==> config.mk <==
export PLATFORM = sky130hd
export DESIGN_NAME = ahb_bridge
export DESIGN_NICKNAME = d
export VERILOG_FILES = /design/src/rtl/ahb_bridge_pkg.sv /design/src/rtl/ahb_bridge_decode.sv /design/src/rtl/ahb_bridge.sv
export SDC_FILE = /design/constraint.sdc
export NUM_CORES = 1
export LEC_CHECK = 0
export CORE_ASPECT_RATIO = 0.5
export CORE_MARGIN = 2
export CORE_UTILIZATION = 48
export CTS_BUF_LIST = sky130_fd_sc_hd__clkbuf_8
export CTS_CLUSTER_SIZE = 16
export DETAILED_ROUTE_END_ITERATION = 6
export MAX_ROUTING_LAYER = met4
export PLACE_DENSITY = 0.88
export SKIP_CTS_REPAIR_TIMING = 1
export SLEW_MARGIN = 20
export SYNTH_ARGS = -nofsm -noshare
export SYNTH_HDL_FRONTEND = slang
export SYNTH_SLANG_ARGS = --single-unit
==> constraint.sdc <==
create_clock -name clk -period 6.3 [get_ports clk]
set_input_delay 1.26 -clock clk [delete_from_list [all_inputs] [get_ports clk]]
set_output_delay 1.26 -clock clk [all_outputs]
set_load 0.005 [all_outputs]
==> src/rtl/ahb_bridge_pkg.sv <==
// ahb_bridge_pkg: shared FSM/region types and CTRL register map for the AHB bridge.
package ahb_bridge_pkg;
  typedef enum logic [1:0] {S_IDLE, S_ACC, S_RSP} state_t;
  typedef enum logic [2:0] {R_IM, R_DM, R_RF, R_CTRL, R_NONE} region_t;
  localparam logic [3:0] OFF_ID = 4'h0;
  localparam logic [3:0] OFF_RSTN = 4'h4;
  localparam logic [3:0] OFF_CYCLES = 4'h8;
  localparam logic [3:0] OFF_RSVD = 4'hC;
  localparam logic [31:0] CTRL_ID = 32'hB21D_0002;
endpackage

==> src/rtl/ahb_bridge_decode.sv <==
// ahb_bridge_decode: byte address -> region select and word index within that region.
module ahb_bridge_decode import ahb_bridge_pkg::*; #(
  parameter int MEM_AW = 11,
  parameter int RF_AW = 5,
  parameter int IDX_W = 11,
  parameter logic [31:0] IM_BASE = 32'h4000_0000,
  parameter logic [31:0] DM_BASE = 32'h4000_2000,
  parameter logic [31:0] RF_BASE = 32'h4000_4000,
  parameter logic [31:0] CTRL_BASE = 32'h4000_8000
) (
  input  logic [31:0]      i_addr,
  output region_t          o_region,
  output logic [IDX_W-1:0] o_idx
);
  localparam logic [31:0] MEM_SZ = 32'd4 << MEM_AW;
  localparam logic [31:0] RF_SZ = 32'd4 << RF_AW;
  logic [31:0] w_im_off, w_dm_off, w_rf_off, w_ctrl_off;
  assign w_im_off = i_addr - IM_BASE;
  assign w_dm_off = i_addr - DM_BASE;
  assign w_rf_off = i_addr - RF_BASE;
  assign w_ctrl_off = i_addr - CTRL_BASE;
  // Addresses below a base wrap to huge offsets, so one unsigned compare bounds both ends.
  always_comb begin
    o_region = R_NONE;
    o_idx = '0;
    if (w_im_off < MEM_SZ) begin
      o_region = R_IM;
      o_idx = IDX_W'(w_im_off >> 2);
    end else if (w_dm_off < MEM_SZ) begin
      o_region = R_DM;
      o_idx = IDX_W'(w_dm_off >> 2);
    end else if (w_rf_off < RF_SZ) begin
      o_region = R_RF;
      o_idx = IDX_W'(w_rf_off >> 2);
    end else if (w_ctrl_off < 32'd16) begin
      o_region = R_CTRL;
      o_idx = IDX_W'(w_ctrl_off >> 2);
    end
  end
endmodule

==> src/rtl/ahb_bridge.sv <==
// ahb_bridge: single-outstanding AHB-style slave fronting IM/DM/RF and a CTRL block.
// Define AHB_BRIDGE_ERR_RESP_EN to answer unmapped accesses with ahb_resp=1.
module ahb_bridge import ahb_bridge_pkg::*; #(
  parameter int DATA_W = 32,
  parameter int MEM_AW = 11,
  parameter int RF_AW = 5,
  parameter logic [31:0] IM_BASE = 32'h4000_0000,
  parameter logic [31:0] DM_BASE = 32'h4000_2000,
  parameter logic [31:0] RF_BASE = 32'h4000_4000,
  parameter logic [31:0] CTRL_BASE = 32'h4000_8000
) (
  input  logic              clk,
  input  logic              rst,
  input  logic              ahb_valid,
  input  logic              ahb_we,
  input  logic [31:0]       ahb_addr,
  input  logic [DATA_W-1:0] ahb_write_data,
  output logic              ahb_ready,
  output logic              ahb_resp,
  output logic [DATA_W-1:0] ahb_read_data,
  output logic              cpu_rstn,
  output logic [RF_AW-1:0]  ahb_rf_addr,
  input  logic [DATA_W-1:0] ahb_rf_data,
  output logic [MEM_AW-1:0] ahb_im_addr,
  output logic [DATA_W-1:0] ahb_im_din,
  output logic              ahb_im_wen,
  input  logic [DATA_W-1:0] ahb_im_dout,
  output logic [MEM_AW-1:0] ahb_dm_addr,
  output logic [DATA_W-1:0] ahb_dm_din,
  output logic              ahb_dm_wen,
  input  logic [DATA_W-1:0] ahb_dm_dout
);
  localparam int IDX_W = MEM_AW > RF_AW ? MEM_AW : RF_AW;
  state_t r_state, w_next;
  region_t w_region, r_region;
  logic [IDX_W-1:0] w_idx;
  logic [1:0] r_ctrl_idx;
  logic r_we, r_cpu_rstn, w_start, w_acc, w_ctrl_wr;
  logic [DATA_W-1:0] r_wdata, r_rdata, w_ctrl_rd;
  logic [31:0] r_cycles;
  logic [3:0] w_ctrl_off;
  logic [MEM_AW-1:0] r_im_addr, r_dm_addr;
  logic [RF_AW-1:0] r_rf_addr;

  ahb_bridge_decode #(
    .MEM_AW(MEM_AW), .RF_AW(RF_AW), .IDX_W(IDX_W),
    .IM_BASE(IM_BASE), .DM_BASE(DM_BASE), .RF_BASE(RF_BASE), .CTRL_BASE(CTRL_BASE)
  ) u_decode (
    .i_addr(ahb_addr),
    .o_region(w_region),
    .o_idx(w_idx)
  );

  assign w_start = r_state == S_IDLE && ahb_valid;
  assign w_acc = r_state == S_ACC;
  assign w_ctrl_off = {r_ctrl_idx, 2'b00};
  assign w_ctrl_wr = w_acc && r_we && r_region == R_CTRL;

  always_ff @(posedge clk)
    if (rst) r_state <= S_IDLE;
    else r_state <= w_next;

  always_comb begin
    w_next = r_state;
    w_next = w_start ? (w_region == R_NONE ? S_RSP : S_ACC) :
             w_acc ? S_RSP :
             r_state == S_RSP ? S_IDLE : r_state;
  end

  always_comb begin
    w_ctrl_rd = '0;
    w_ctrl_rd = w_ctrl_off == OFF_ID ? DATA_W'(CTRL_ID) :
                w_ctrl_off == OFF_RSTN ? DATA_W'(r_cpu_rstn) :
                w_ctrl_off == OFF_CYCLES ? DATA_W'(r_cycles) : '0;
  end

  always_ff @(posedge clk) begin
    if (rst) begin
      r_we <= 1'b0;
      r_region <= R_NONE;
      r_ctrl_idx <= '0;
      r_wdata <= '0;
      r_rdata <= '0;
      r_im_addr <= '0;
      r_dm_addr <= '0;
      r_rf_addr <= '0;
      r_cpu_rstn <= 1'b0;
      r_cycles <= '0;
    end else begin
      if (w_start) begin
        r_we <= ahb_we;
        r_region <= w_region;
        r_ctrl_idx <= w_idx[1:0];
        r_wdata <= ahb_write_data;
        if (w_region == R_IM) r_im_addr <= w_idx[MEM_AW-1:0];
        if (w_region == R_DM) r_dm_addr <= w_idx[MEM_AW-1:0];
        if (w_region == R_RF) r_rf_addr <= w_idx[RF_AW-1:0];
        if (w_region == R_NONE && !ahb_we) r_rdata <= '0;
      end
      if (w_acc && !r_we)
        r_rdata <= r_region == R_IM ? ahb_im_dout :
                   r_region == R_DM ? ahb_dm_dout :
                   r_region == R_RF ? ahb_rf_data : w_ctrl_rd;
      if (w_ctrl_wr && w_ctrl_off == OFF_RSTN) r_cpu_rstn <= r_wdata[0];
      // A clear lands on the same edge as an increment and must take priority.
      r_cycles <= (w_ctrl_wr && w_ctrl_off == OFF_CYCLES) ? '0 : r_cycles + {31'b0, r_cpu_rstn};
    end
  end

`ifdef AHB_BRIDGE_ERR_RESP_EN
  logic r_resp;
  always_ff @(posedge clk)
    if (rst) r_resp <= 1'b0;
    else if (w_start) r_resp <= w_region == R_NONE;
  assign ahb_resp = r_resp;
`else
  assign ahb_resp = 1'b0;
`endif

  assign ahb_ready = r_state == S_RSP;
  assign ahb_read_data = r_rdata;
  assign cpu_rstn = r_cpu_rstn;
  assign ahb_im_addr = r_im_addr;
  assign ahb_dm_addr = r_dm_addr;
  assign ahb_rf_addr = r_rf_addr;
  assign ahb_im_din = r_wdata;
  assign ahb_dm_din = r_wdata;
  // Gated by rst so a write caught mid-transfer never reaches memory on the reset edge.
  assign ahb_im_wen = w_acc && r_we && r_region == R_IM && !rst;
  assign ahb_dm_wen = w_acc && r_we && r_region == R_DM && !rst;
endmodule
==> impl_metrics.tcl <==
set metrics [dict create \
    status "finished clean" \
    rsz0062_at_grt "false" \
    postSynthCellCount 900 \
    synth_area_leaders "dfxtp_1, nand2_1, a21oi_1" \
    timing.final.crit_share 0.760 \
    die_area_um2 15800 \
    via_count 7254 \
    die_w_um 176 \
    synth_top_area_frac 0.374 \
    reg2reg_depth 7 \
    end_kind "register" \
    synthFlopType "dfxtp_1" \
    crit_path_top_delay_cell "o31ai_4" \
    row_count 31 \
    period_minus_slack_ps 4790 \
    holdWs_ps 465 \
    p_per_area_nw_per_um2 185 \
    cts_buffer_depth 2 \
    insertion_delay_ps 430 \
    routed_wirelength_um 21900 \
    leakage_nw 3.57 \
    ir_drop_v 0.000141 \
    hold_violations 0 \
    drive_gt1_frac 0.0798 \
    timing.rr.end "ahb_read_data[0]" \
    ff2ff_setup_slack_ps 3480 \
    ctsHtreeMaxLevel 4 \
    antenna_found_initial 0 \
    switching_share 0.254 \
    ant_nets 0 \
    synth_edf_count 0 \
    n_antenna_cell 0 \
    p_int_mw 1.41 \
    cts_tree "built" \
    hold_start "ahb_read_data[17]" \
    drc 0 \
    fillerInstances 1163 \
    r2r-start "r_state[0]" \
    place_hpwl_um 16100 \
    die_h_um 89.8 \
    slew_violations 0 \
    ys_types 61 \
    clock_sinks 132 \
    grt_max_degree 65 \
    io_buffers 288 \
    max-cap-violations 0 \
    synth_nets 1069 \
    hold_path_end "ahb_read_data[17]" \
    grt_pass1_wl_um 35100 \
    syn_area_per_cell_um2 7.85 \
    critPathKind "input port to register" \
    syn_to_final_growth_pct 44.0 \
    crit_chain "clkdlybuf4s50_1 > inv_1 > ha_1 > nor4b_4 > a41o_1 > o31ai_1 > o211ai_1 > o22ai_2 > o31ai_4 > buf_4 > o22ai_2" \
    clock-root-buffer "clkbuf_8" \
    pwr-share-clk 0.397 \
    overflow 0 \
    routabilityCongestion 0.942 \
    synthTopCellsByCount "dfxtp_1, nand2_1, a21oi_1" \
    cts_buffers 17 \
    synth_top_area_cell "dfxtp_1" \
    drt-vias-per-instance 5.42 \
    synth-async-reset-ratio 0 \
    slew_headroom 0.284 \
    track_usage 0.280 \
    fmax_mhz 209 \
    synth_seq_area_share 0.374 \
    setup_viol 0 \
    startpoint "ahb_addr[15]" \
    tns_ps 0 \
    start_kind "input port" \
    path_common_cell "o22ai_2" \
    ys_ff_latch 132 \
    start_util 0.490 \
    comb_power_share 0.145 \
    clk_pin_slew_ps 80 \
    grt_pass1_vias 7087 \
    final_cell_area_um2 10200 \
    seqPwrFrac 0.458 \
    required_ps 6590 \
    finClkSkew_ps 17.9 \
    wire_per_inst_um 16.4 \
    synth_area_um2 7070 \
    yosysWarnings 0 \
    placed_cell_area_um2 9780 \
    final_nets 1297 \
    drt_pre_antenna_iters 5 \
    min_path_cells 2 \
    ios 292 \
    worstMarginPinSlew_ps 1070 \
    drt-initial-drc-count 464 \
    power.total_mw 1.88 \
    slowest_delay_ps 910 \
    yosysMostFrequentCell "dfxtp_1" \
    cp_max_fo 18 \
    p_sw_mw 0.478 \
    coreArea_um2 14400 \
    hp-class "register to register" \
    crit_arrival_ps 5080 \
]
==> kinds of logic after synthesis <==
group,Yosys count,share of synthesized area
and+or+nand+nor,356,0.255
AOI/OAI and AO/OA,223,0.199
DFF,132,0.374
buffers and inverters,129,0.0928
xor gates and xnor gates,37,0.0458
muxes,17,0.0241
adders and majority gates,5,0.00885
other,1,0.000531
==> registers in the layout, summed over array words and instances (netlist names), 3 cells and up <==
register	flops
ahb_im_addr	11
ahb_read_data	32
r_cycles	32
ahb_dm_din	32
ahb_rf_addr	5
ahb_dm_addr	11
r_region	3
==> through the flow <==
stage               worst slack, ps   util  std cells
floorplan                      2900      -        900
global placement               1140  0.677       1307
detailed placement             1110  0.678       1307
CTS                            1560  0.706       1338
global route                   1310  0.706       1338
finish                         1510  0.706       1338
==> worst max-delay path by stage <==
stage | depth (start not counted) | end | slack, ps
2_1_floorplan | 10 | ahb_dm_addr[10] | 2900
3_3_place_gp | 11 | ahb_read_data[1] | 1140
3_5_place_dp | 11 | ahb_read_data[1] | 1110
4_1_cts | 11 | ahb_read_data[0] | 1560
5_1_grt | 11 | ahb_read_data[31] | 1310
6_report | 11 | ahb_read_data[0] | 1510
==> cells in the final DEF, fill, tap and decap left out, types with 3 or more instances in the layout <==
| cell | count |
|---|---|
| a22oi_1 | 31 |
| clkinvlp_4 | 4 |
| mux2i_1 | 17 |
| o21ai_2 | 29 |
| nor4_2 | 3 |
| and3_1 | 29 |
| clkbuf_8 | 18 |
| dfxtp_1 | 132 |
| buf_4 | 10 |
| nand4_1 | 8 |
| inv_1 | 40 |
| nand3b_1 | 6 |
| o21ai_0 | 46 |
| nor3_1 | 19 |
| o21ai_1 | 9 |
| and4_1 | 5 |
| bufinv_16 | 3 |
| xnor2_1 | 11 |
| and2_1 | 3 |
| nand2_1 | 125 |
| nor2_1 | 70 |
| o31ai_1 | 4 |
| a21oi_1 | 83 |
| nand2b_1 | 6 |
| nor4_1 | 11 |
| xor2_1 | 26 |
| nand3_1 | 28 |
| or3_1 | 7 |
| clkinv_2 | 4 |
| ha_1 | 5 |
| clkdlybuf4s50_1 | 287 |
| nor2b_1 | 16 |
==> power by group through the flow <==
stage	Sequential, mW	Clock, mW	Combinational, mW
finish	0.863	0.747	0.274
global placement	0.881	0	0.267
CTS	0.863	0.757	0.272
detailed placement	0.882	0	0.271
floorplan	0.878	0	0.111
global route	0.865	0.806	0.293
==> final cells by class <==
class,instances,area [um^2],share of cell area
clock buffer,18,248,0.0243
timing repair buffer,298,2950,0.290
multi-input combinational,639,3780,0.372
sequential,132,2640,0.260
inverter,40,150,0.0147
tap,198,248,0.0243
clock inverter,13,158,0.0155
==> worst max-delay path: cells and delay by family <==
kind | cells | cell delay [ps]
adders and majority gates | 1 | 420
AOI/OAI and AO/OA | 6 | 1810
and+or+nand+nor | 1 | 430
buffers and inverters | 3 | 1150
==> metal layers <==
layer,wire (um),vias to the layer above,GRT usage
met5,0,-,-
met1,9520,3401,0.351
met3,1500,29,0.0588
met4,311,0,0.0764
li1,-,3537,-
met2,10600,287,0.462
Note: power is estimated with default switching activity, not from simulation.
